==> src/rtl/mul14_seq_ctrl.sv <==
// rtl/mul14_seq_ctrl.sv - 14x14 unsigned multiply sequenced over one shared 7x7 multiplier
//
// Computes out_p = in_a * in_b in four passes through an external 7x7
// multiplier that has MUL_LAT register stages. Each pass holds mul_a/mul_b
// for MUL_LAT+1 cycles and adds the returned partial product into a 28-bit
// accumulator at its 0/7/14-bit weight.
//
// Ports:
//   clk, rst          clock; asynchronous active-high reset
//   in_valid/in_ready operand handshake (in_ready high only when idle)
//   in_a, in_b        14-bit unsigned operands
//   mul_a, mul_b      7-bit operands to the shared multiplier
//   mul_en            high for every cycle of a pass
//   mul_p             14-bit product from the shared multiplier
//   out_valid/out_ready result handshake
//   out_p             28-bit product (meaningful when out_valid)
//   busy              high whenever not idle

module mul14_seq_ctrl #(
    parameter int MUL_LAT = 0
) (
    input  logic        clk,
    input  logic        rst,
    input  logic        in_valid,
    output logic        in_ready,
    input  logic [13:0] in_a,
    input  logic [13:0] in_b,
    output logic [6:0]  mul_a,
    output logic [6:0]  mul_b,
    output logic        mul_en,
    input  logic [13:0] mul_p,
    output logic        out_valid,
    input  logic        out_ready,
    output logic [27:0] out_p,
    output logic        busy
);

    localparam int WCW = (MUL_LAT < 1) ? 1 : $clog2(MUL_LAT + 1);

    typedef enum logic [1:0] {
        S_IDLE = 2'd0,
        S_RUN  = 2'd1,
        S_DONE = 2'd2
    } state_t;

    state_t          r_state;
    state_t          w_state_nxt;
    logic [13:0]     r_op_a;
    logic [13:0]     r_op_b;
    logic [1:0]      r_step;
    logic [WCW-1:0]  r_wcnt;
    logic [27:0]     r_acc;

    logic            w_last;
    logic [6:0]      w_a_sel;
    logic [6:0]      w_b_sel;
    logic [27:0]     w_term;

    // The last cycle of a pass is the one on which mul_p is valid.
    assign w_last = (r_wcnt == WCW'(MUL_LAT));

    // step[0] selects the high half of A, step[1] the high half of B:
    // 0: aL*bL, 1: aH*bL, 2: aL*bH, 3: aH*bH.
    assign w_a_sel = r_step[0] ? r_op_a[13:7] : r_op_a[6:0];
    assign w_b_sel = r_step[1] ? r_op_b[13:7] : r_op_b[6:0];

    always_comb begin
        w_term = '0;
        case (r_step)
            2'd0:    w_term = {14'd0, mul_p};
            2'd3:    w_term = {mul_p, 14'd0};
            default: w_term = {7'd0, mul_p, 7'd0};
        endcase
    end

    always_comb begin
        w_state_nxt = r_state;
        in_ready    = 1'b0;
        out_valid   = 1'b0;
        mul_en      = 1'b0;
        mul_a       = 7'd0;
        mul_b       = 7'd0;
        busy        = 1'b1;
        case (r_state)
            S_IDLE: begin
                in_ready = 1'b1;
                busy     = 1'b0;
                if (in_valid) begin
                    w_state_nxt = S_RUN;
                end
            end
            S_RUN: begin
                mul_en = 1'b1;
                mul_a  = w_a_sel;
                mul_b  = w_b_sel;
                if (w_last && (r_step == 2'd3)) begin
                    w_state_nxt = S_DONE;
                end
            end
            S_DONE: begin
                out_valid = 1'b1;
                if (out_ready) begin
                    w_state_nxt = S_IDLE;
                end
            end
            default: begin
                w_state_nxt = S_IDLE;
            end
        endcase
    end

    always_ff @(posedge clk or posedge rst) begin
        if (rst) begin
            r_state <= S_IDLE;
            r_op_a  <= '0;
            r_op_b  <= '0;
            r_step  <= '0;
            r_wcnt  <= '0;
            r_acc   <= '0;
        end else begin
            r_state <= w_state_nxt;
            case (r_state)
                S_IDLE: begin
                    if (in_valid) begin
                        r_op_a <= in_a;
                        r_op_b <= in_b;
                        r_acc  <= '0;
                        r_step <= '0;
                        r_wcnt <= '0;
                    end
                end
                S_RUN: begin
                    if (w_last) begin
                        r_acc  <= r_acc + w_term;
                        r_wcnt <= '0;
                        r_step <= r_step + 2'd1;
                    end else begin
                        r_wcnt <= r_wcnt + WCW'(1);
                    end
                end
                default: begin
                end
            endcase
        end
    end

    assign out_p = r_acc;

endmodule

==> config.mk <==
export PLATFORM = sky130hd
export DESIGN_NAME = mul14_seq_ctrl
export DESIGN_NICKNAME = d
export VERILOG_FILES = /design/src/rtl/mul14_seq_ctrl.sv
export SDC_FILE = /design/constraint.sdc
export NUM_CORES = 1
export LEC_CHECK = 0
export CORE_MARGIN = 1
export CORE_UTILIZATION = 40
export CTS_CLUSTER_SIZE = 14
export DETAILED_ROUTE_END_ITERATION = 6
export PLACE_DENSITY = 0.66
export SLEW_MARGIN = 0
export SYNTH_ARGS = -nofsm -noshare
export SYNTH_HDL_FRONTEND = slang
export SYNTH_SLANG_ARGS = --single-unit
export TNS_END_PERCENT = 50
==> constraint.sdc <==
create_clock -name clk -period 5 [get_ports clk]
set_input_delay 0.5 -clock clk [delete_from_list [all_inputs] [get_ports clk]]
set_output_delay 0.5 -clock clk [all_outputs]
set_load 0.01 [all_outputs]
**Word-level counts from Yosys, hierarchy flattened**

Cells that the tools add are included.

- Input bits: 46
- Register bits after elaboration: 61
- Output and inout bits: 46
- Word-level logic and storage cells: 47

- Mux-type cells: 22
- Equal/unequal tests: 7
- Add/sub/neg operators: 3
- Reductions and logical operators: 8
- Bitwise logic cells: 1

Operator list:

| operator | number |
|---|---|
| $pmux W28 S2 | 2 |
| $mux W28 | 2 |
| $add A28 B28 Y28 | 1 |
| $mux W7 | 4 |
| $mux W2 | 5 |
| $ne A2 B2 Y1 const B | 4 |
| $mux W1 | 6 |
| $pmux W2 S3 | 1 |
| $reduce_and A3 Y1 | 2 |
| $eq A2 B2 Y1 const B | 2 |
| $logic_not A2 Y1 | 2 |
| $pmux W2 S2 | 1 |
| $reduce_and A2 Y1 | 2 |
| $add A2 B1 Y2 const B | 1 |
| $eq A2 B1 Y1 const B | 1 |
| $pmux W1 S2 | 1 |
| $reduce_bool A2 Y1 | 1 |
| $add A1 B1 Y1 const B | 1 |
| $logic_and A1 B1 Y1 | 1 |
| $not A1 Y1 | 1 |

**Logic depth before layout (Yosys ltp)**

- Depth in word-level cells: 5
- Mapped depth: 17
- Mapped depth without buffers: 14

**Worst setup path before layout**

No wires, ideal clock.

- Kind: reg-to-reg
- Start: register r_step[0]
- End: register r_acc[26] (netlist: out_p[26])
- Setup time: 0.142 ns
- Period minus slack after synthesis: 3.582 ns
- Data arrival time: 3.440 ns
- Stages on the path, launching flop included: 16
- Setup slack: 1.418 ns
- Buffers on the path: 3
- Data required time: 4.858 ns
- Path through: dfrtp_1 -> clkbuf_1 -> inv_1 -> ha_1 -> clkbuf_1 -> clkbuf_1 -> nand2_1 -> o21ai_0 -> ha_1 -> a21o_1 -> a311oi_2 -> a211oi_2 -> nor2_2 -> o311ai_4 -> o311ai_0 -> o211ai_1

- Word-level cells in the longest chain between the ends: 5
- Elaborated cells on any way between the ends: 6
- Those cells by class: 1 x add/sub; 1 x eq/ne; 3 x mux; 1 x reduce/logical

Ends and longest elaborated chain:

| item | line | source |
|---|---|---|
| start: declaration | 50 | `logic [1:0] r_step;` |
| start signal: assignment | 136 | `r_step <= r_step + 2'd1;` |
| $eq A2 B2 Y1 / $logic_not A2 Y1 (equally long branches) | 69 | `case (r_step)` |
| $pmux W28 S2 (*) | 69 |  |
| $add A28 B28 Y28 (*) | 134 | `r_acc <= r_acc + w_term;` |
| $mux W28 (*) | 133 | `if (w_last) begin` |
| $pmux W28 S2 (*) | 122 | `case (r_state)` |
| end signal: assignment | 134 |  |
| end: declaration | 52 | `logic [27:0] r_acc;` |

Every way passes the cells marked *; elsewhere a longest branch is shown, timed or not. The select of a mux whose other input is x is not followed.
A chain may end at the register's enable or synchronous reset.

**Final worst setup path**

Same ends and word-level chain as after synthesis.

==> flow_metrics.tcl <==
set metrics [dict create \
    relSlewSlack_pct 48.80 \
    synth_nets 593 \
    grt_pass1_vias 3803 \
    end_kind "flip-flop" \
    post-route-util_pct 52.14 \
    area_growth_syn_to_layout_pct 27.47 \
    yosys.area.top_type "dfrtp_1" \
    r2r-start "r_step[0]" \
    cpMostUsedCell "ha_1" \
    dp.final_hpwl_um 8084 \
    finalSetupViolations 0 \
    cts_tree "built" \
    dieArea_um2 10920 \
    synthCells 515 \
    ctsResizeCount 0 \
    placed_cells 718 \
    ys_seq_elements 60 \
    rsz0062_at_grt "no" \
    postCtsHoldBufs 0 \
    fin_area_um2 5359 \
    wl_per_cell_um 15.23 \
    yosysSeqAreaShare_pct 35.71 \
    yosys.cell_types.count 55 \
    grt_start_max_net_pins 69 \
    p_leak_nw 2.479 \
    globalplace.congestion 0.9149 \
    r2r_end "out_p[26]" \
    p_per_area_nw_per_um2 700.0 \
    timing.fmax_ghz 0.2276 \
    drtIter0Drc 161 \
    synth_area_um2 4204 \
    dr.pass1.iters 5 \
    slowest_stage "ha_1" \
    mostFrequentLayoutCells "nand2_1, clkdlybuf4s50_1, dfrtp_1" \
    wirelength_um 11180 \
    root_buffer "clkbuf_8" \
    synth-async-reset-ratio_pct 100.0 \
    finalHoldViolCount 0 \
    fin_cells 734 \
    coreArea_um2 10280 \
    skew_ps 9.693 \
    vias_per_cell 5.233 \
    grt_usage_pct 21.32 \
    critPathKind "flip-flop to flip-flop" \
    yosysWarnings 0 \
    dr_total_vias 3841 \
    min_path_type "flip-flop to flip-flop" \
    rows 37 \
    insertion_delay_ps 340 \
    postRouteAntennaNets 0 \
    antenna_cells 0 \
    layout.nets 671 \
    yosysTopAreaCellShare_pct 35.71 \
    multi_input_area_um2 2527 \
    cts_buffer_depth 2 \
    fillCellCount 1019 \
    rrSetupSlack_ps 610 \
    die_x_um 104.5 \
    drive_above_1_share_pct 6.020 \
    timing.final.ws_setup_ps 607.0 \
    cp-start-kind "flip-flop" \
    critical_path_arrival_ps 4580 \
    h-tree-depth 3 \
    cp-endpoint "out_p[26]" \
    tns_ps 0 \
    cp_num_cells 14 \
    drc_errors 0 \
    placed_cell_area_um2 5189 \
    clkSlewWorstSetupHoldPaths_ps 70 \
    clock_sinks 60 \
    io_buffer_count 91 \
    register_area_um2 1501 \
    fp.dieH_um 104.5 \
    run_status "completed" \
    layout_commonest_cell "nand2_1" \
    preCtsSetupSlack_ps 683.4 \
    fin_crit_ps 4393 \
    path_max_fanout 30 \
    start_util_pct 40.91 \
    reg2reg_depth 14 \
    synth_edf_count 0 \
    syn_avg_cell_area_um2 8.163 \
    num_io_pins 92 \
    worst_slew_pin_slew_ps 767.9 \
    yosys-top-cells-area "dfrtp_1, nand2_1, ha_1" \
    cp.required_ps 5190 \
    ys.flop_type "dfrtp_1" \
    cts_inserted_buffers 9 \
    grt_pass1_wl_um 18550 \
    cp_cell_sequence "inv_1 -> ha_1 -> nor2b_1 -> and2_1 -> ha_1 -> fa_1 -> nand3_1 -> a21oi_1 -> o21ai_1 -> a211oi_2 -> nor2_2 -> o311ai_4 -> o311ai_0 -> o211ai_1" \
    whs_ps 475.7 \
    p_total_mw 3.751 \
    drv_slew 0 \
    period_share_pct 87.86 \
    overflow 0 \
    max_stage_delay_ps 760 \
    peakVddDrop_mv 0.4234 \
    cts_setup_buffers 0 \
    maxCapViolCount 0 \
    cp-startpoint "r_step[0]" \
    crit_family "adder cells" \
    cp_num_buf_inv 1 \
    antenna_found_initial 0 \
]
-- Yosys cell counts (2+ instances only) --
| cell type | instances |
|---|---|
| a211o_1 | 3 |
| nand3_1 | 29 |
| nor2b_1 | 2 |
| xor2_1 | 12 |
| and2_1 | 15 |
| nor2_1 | 27 |
| nand4_1 | 4 |
| o31a_1 | 2 |
| o21bai_1 | 3 |
| buf_4 | 2 |
| o31ai_1 | 2 |
| o21ai_1 | 7 |
| inv_1 | 13 |
| dfrtp_1 | 60 |
| o211ai_1 | 2 |
| ha_1 | 31 |
| nor3_1 | 2 |
| a21o_1 | 12 |
| clkbuf_1 | 23 |
| a211oi_2 | 2 |
| buf_6 | 2 |
| xnor2_1 | 11 |
| o21ai_0 | 46 |
| nand2_1 | 134 |
| a22o_1 | 2 |
| mux2i_1 | 14 |
| a21oi_1 | 25 |
-- layout make-up --
cell class              instances  share of cell area (%)
multi-input cells             414                   47.16
flip-flops and latches         60                   28.02
repair buffers                 95                   17.56
well taps                     136                   3.175
clock buffers                  12                   2.708
inverters                      13                  0.9106
clock inverters                 4                  0.4670
-- sequential cells by signal, indices dropped and copies added, names as in the netlist --
register,cells
out_p,28
r_op_a,14
r_op_b,14
r_state,2
r_step,2
-- how the worst min path moves through the flow --
stage              start   endpoint  cells past startpoint
2_1_floorplan  r_op_a[0]  r_op_a[0]                      2
3_3_place_gp   r_op_b[8]  r_op_b[8]                      2
3_5_place_dp   r_op_b[2]  r_op_b[2]                      2
4_1_cts        r_op_b[2]  r_op_b[2]                      2
5_1_grt        r_op_b[2]  r_op_b[2]                      2
6_report       r_op_b[2]  r_op_b[2]                      2
-- where the power goes --
part	total (mW)	switching [mW]	internal [mW]
sequential	0.904	0.188	0.717
clock	0.397	0.204	0.192
combinational	2.45	1.37	1.08
total	3.75	1.77	1.99
-- worst min-delay path, stage by stage, from the launching register on --
cell	delay, ps
dfrtp_1	340
nand2_1	50
nand2_1	50
-- routing by layer --
metal  vias up  part of all wire, %  track usage, %
met2       128                   45           33.63
li1       1928                    -               -
met3        14                  6.1           4.825
met1      1771                   47           28.87
met5         -                    0               0
met4         0                  1.5           6.735
-- logic make-up after synthesis --
family | after synthesis | share of synthesized area [%]
AOI/OAI and AO/OA | 125 | 19.67
xor gates and xnor gates | 23 | 4.792
adders and majority gates | 32 | 9.702
buffers and inverters | 41 | 4.226
DFF | 60 | 35.71
muxes | 14 | 3.333
and+or+nand+nor | 220 | 22.56
Note: power is estimated with default switching activity, not from simulation.
